===== src/rtl/reset_sequencer.sv =====
// reset_sequencer: ordered mem -> core -> periph reset release with sw/watchdog retrigger and cause capture
module reset_sequencer #(
  parameter int HOLD_CYCLES = 16,
  parameter int STAGE_GAP   = 4,
  parameter int CNT_W       = 8
) (
  input  logic       i_clk,
  input  logic       i_rst,
  input  logic       i_sw_rst_req,
  output logic       o_sw_rst_ack,
  input  logic       i_wdt_expire,
  output logic       o_mem_rst,
  output logic       o_core_rst,
  output logic       o_periph_rst,
  output logic       o_ready,
  output logic [1:0] o_rst_cause
);
  typedef enum logic [1:0] {ASSERT, REL_MEM, REL_CORE, RUN} state_t;
  localparam logic [CNT_W-1:0] HOLD_T = CNT_W'(HOLD_CYCLES);
  localparam logic [CNT_W-1:0] GAP_T  = CNT_W'(STAGE_GAP - 1);
  state_t           state;
  logic [CNT_W-1:0] cnt;
  always_ff @(posedge i_clk or posedge i_rst) begin
    if (i_rst) begin
      state        <= ASSERT;
      cnt          <= '0;
      o_mem_rst    <= 1'b1;
      o_core_rst   <= 1'b1;
      o_periph_rst <= 1'b1;
      o_ready      <= 1'b0;
      o_sw_rst_ack <= 1'b0;
      o_rst_cause  <= 2'b01;
    end else begin
      o_sw_rst_ack <= 1'b0;
      case (state)
        ASSERT:
          if (cnt == HOLD_T) begin
            state     <= REL_MEM;
            cnt       <= '0;
            o_mem_rst <= 1'b0;
          end else cnt <= cnt + CNT_W'(1);
        REL_MEM:
          if (cnt == GAP_T) begin
            state      <= REL_CORE;
            cnt        <= '0;
            o_core_rst <= 1'b0;
          end else cnt <= cnt + CNT_W'(1);
        REL_CORE:
          if (cnt == GAP_T) begin
            state        <= RUN;
            cnt          <= '0;
            o_periph_rst <= 1'b0;
            o_ready      <= 1'b1;
          end else cnt <= cnt + CNT_W'(1);
        default:
          if (i_sw_rst_req || i_wdt_expire) begin
            state        <= ASSERT;
            cnt          <= '0;
            o_mem_rst    <= 1'b1;
            o_core_rst   <= 1'b1;
            o_periph_rst <= 1'b1;
            o_ready      <= 1'b0;
            o_sw_rst_ack <= i_sw_rst_req;
            o_rst_cause  <= i_wdt_expire ? 2'b11 : 2'b10;
          end
      endcase
    end
  end
endmodule


===== config.mk =====
export PLATFORM = sky130hd
export DESIGN_NAME = reset_sequencer
export DESIGN_NICKNAME = d
export VERILOG_FILES = /design/src/rtl/reset_sequencer.sv
export SDC_FILE = /design/constraint.sdc
export NUM_CORES = 1
export LEC_CHECK = 0
export BUFFER_PORTS_ARGS = -buffer_cell sky130_fd_sc_hd__buf_4
export CORE_UTILIZATION = 56
export DETAILED_ROUTE_END_ITERATION = 12
export GPL_TIMING_DRIVEN = 1
export HOLD_SLACK_MARGIN = 0.15
export PLACE_DENSITY = 0.77
export SYNTH_ARGS = -nofsm -noshare
export SYNTH_HDL_FRONTEND = slang
export SYNTH_SLANG_ARGS = --single-unit

===== constraint.sdc =====
create_clock -name i_clk -period 2.08 [get_ports i_clk]
set_input_delay 0.208 -clock i_clk [delete_from_list [all_inputs] [get_ports i_clk]]
set_output_delay 0.208 -clock i_clk [all_outputs]
set_load 0.03 [all_outputs]

==> impl_metrics.ini <==
[global_route]
grt.overflow.total = 0
use_met2 = 0.382
grt_use_met1 = 0.299
grt_max_degree = 18
grt.met3_usage = 0.0490
grt_pass1_vias = 783
busiest_layer = met2
grt_pass1_wl_mm = 3.36
grt_usage = 0.235
antenna_found_initial = 0

[timing]
fin_skew_ns = 0.00560
layout_worst_path_cycle_share = 0.896
slew_violations = 0
setup_violations = 0
holdWs_ns = 0.154
fmax_mhz = 537
finalSetupTns_ns = 0
setup_ws_ns = 0.217
period_needed_ns = 1.86
hold_viol = 0
slew_headroom = 0.578
worst_pin_slew_ns = 0.633
rsz0062_at_grt = no

[final_layout]
area_delta_synth_final_pct = 14.1
antenna_cells = 0
layout-drive-gt1-share = 0.203
nets = 139

[critical_path]
worstSetupPathType = reg -> reg
start_kind = flip-flop
worst_path_max_delay_cell = dfrtp_1
crit_chain = inv_1 > ha_1 > or3b_1 > mux2i_1 > a32oi_1 > mux2_4
worst-endpoint-required_ns = 2.26
cp_top_family = multiplexers
arrival_ns = 2.05
path_max_fanout = 4
worstSetupEndpointType = flip-flop
critPathMaxStageDelay_ns = 0.44
cp_num_buf_inv = 1

[place]
io_buffers = 10
place.detailed.hpwl_mm = 1.54
post-place-ws_ns = 0.262
gp_congestion = 0.839

[power_and_ir_drop]
ir_drop_mv = 0.712
p_leak_nw = 0.518
p_per_area_mw_per_mm2 = 1290

[floorplanning]
die_h_um = 44.5
die_width_um = 44.5
start_util = 0.593
rows = 15
die-area_mm2 = 0.00198
core_area_mm2 = 0.00171
pin_count = 11

[clocking]
root_buffer = clkbuf_4
post-cts-setup-buffer-count = 0
htreeDepth = 1
cts_tree = built
clockBufferDepth = 2
cts_hold_buf = 1
ctsResizeCount = 0
clock_latency_ns = 0.29
clk_pin_slew_worst_paths_ns = 0.10
cts_buffers = 3
cts_num_sinks = 17

[synthesis]
avgSynthCellArea_um2 = 8.97
yosysWarningCount = 0
synth-seq-area-share = 0.425
syn_inst = 113
syn_nets = 123
synth.cell_area_mm2 = 0.00101
netlist.area_leader.share = 0.321
synth_top_cell_by_area = dfrtp_1
ys_ff_latch = 17
synth.distinct_cells = 32
synth.area.top_cells = dfrtp_1 32%, dfstp_2 10%, ha_1 7.4%, nand2_1 6.3%, o21ai_0 5.9%

[routing]
wl_per_cell_um = 13.3
drt-vias-per-instance = 5.66
routed_wl_mm = 2.03
drt-initial-drc-count = 34
dr.pass1.iters = 4
drc = 0
antenna_left = 0
via_count = 866

[job]
maxCapViolations = 0

[worst_hold_path]
hp-class = in -> reg

[status]
status = complete, no violations
-- worst reg2reg max path: cells and delay by family (launching register included) --
family,cells,cell delay [ns]
muxes,2,0.48
DFF,1,0.44
AOI/OAI and AO/OA,1,0.17
and+or+nand+nor,1,0.37
buffers and inverters,1,0.09
adders and majority gates,1,0.21
-- metrics by stage --
| stage | utilization | cells | cell area, um^2 | power [mW] |
|---|---|---|---|---|
| after global routing | 0.677 | 153 | 1160 | 1.61 |
| after CTS | 0.677 | 153 | 1160 | 1.50 |
| after global placement | 0.655 | 148 | 1120 | 1.29 |
| after floorplan | - | 113 | 1010 | 1.11 |
| final | 0.677 | 153 | 1160 | 1.49 |
| after detailed placement | 0.655 | 148 | 1120 | 1.31 |
-- metal layers --
| metal | up-vias | wire [um] |
|---|---|---|
| li1 | 424 | - |
| met1 | 414 | 916 |
| met2 | 24 | 994 |
| met3 | 4 | 92 |
| met4 | 0 | 25 |
| met5 | - | 0 |
-- report_power, final --
part	switching [mW]	internal, mW	leakage [nW]	total [mW]
Sequential	0.0803	0.436	0.211	0.516
Combinational	0.492	0.307	0.289	0.799
Clock	0.106	0.0715	0.0177	0.178
Total	0.679	0.814	0.518	1.49
-- placed cells by master (no fill, tap or decap), types with 3 or more instances in the layout --
| master | instances |
|---|---|
| dfrtp_1 | 13 |
| nand2_1 | 17 |
| o211ai_1 | 3 |
| buf_4 | 12 |
| and2_1 | 3 |
| nand3_1 | 4 |
| inv_1 | 9 |
| o21ai_0 | 12 |
| nor2_1 | 10 |
| ha_1 | 6 |
| clkbuf_4 | 3 |
| nor3_1 | 3 |
| a21oi_1 | 4 |
| dfstp_2 | 4 |
-- final timing paths --
kind                           startpoint             end  slack [ns]  cells past startpoint
max                              state[1]        state[1]        0.22                      6
min                          i_wdt_expire  o_rst_cause[0]        0.15                      3
max reg2reg                      state[1]        state[1]        0.22                      6
min reg2reg                o_rst_cause[1]  o_rst_cause[1]        0.48                      1
max in group asynchronous           i_rst          cnt[1]        1.11                      3
min in group asynchronous           i_rst  o_rst_cause[1]        0.56                      3
-- layout make-up --
class,instances,area (um^2)
Fill cell,143,552
Tap cell,25,31.3
Multi-Input combinational cell,85,533
Sequential cell,17,430
Clock buffer,3,22.5
Timing Repair Buffer,13,100
Clock inverter,1,5.00
Inverter,9,33.8
-- synth_stat cells --
| cell | instances |
|---|---|
| nor4_2 | 1 |
| xnor2_1 | 1 |
| buf_6 | 1 |
| nand2_1 | 17 |
| nand3_1 | 4 |
| a32oi_1 | 1 |
| mux2i_1 | 2 |
| mux2_4 | 1 |
| or3b_1 | 1 |
| a31oi_1 | 1 |
| o22ai_1 | 2 |
| ha_1 | 6 |
| nor2b_1 | 2 |
| nor2_1 | 10 |
| nor4b_2 | 1 |
| nor2_2 | 1 |
| o31ai_1 | 2 |
| a21oi_1 | 4 |
| o21ai_0 | 12 |
| nand2b_1 | 2 |
| buf_2 | 1 |
| and2_1 | 3 |
| a22oi_1 | 1 |
| o211ai_1 | 3 |
| o21bai_1 | 1 |
| inv_1 | 9 |
| a311oi_2 | 1 |
| dfrtp_1 | 13 |
| dfstp_2 | 4 |
| nor3_2 | 1 |
| nor4_1 | 1 |
| nor3_1 | 3 |
-- registers in the layout (all words and copies together), names as in the netlist --
name and cells:
cnt 8, o_rst_cause 2, state 2, o_core_rst 1, o_mem_rst 1, o_periph_rst 1, o_ready 1, o_sw_rst_ack 1
-- logic make-up (layout without fill, tap and decap cells) --
kind of cell / after synthesis / count (layout) / synth area share
AND/OR/NAND/NOR: 47 / 47 / 0.236
multiplexers: 3 / 3 / 0.0346
buffers and inverters: 11 / 26 / 0.0494
XOR/XNOR: 1 / 1 / 0.00864
AO/OA/AOI/OAI: 28 / 28 / 0.173
flip-flops: 17 / 17 / 0.425
adder cells (fa/ha/maj): 6 / 6 / 0.0741
No activity file was read; power rests on OpenSTA's default activity.
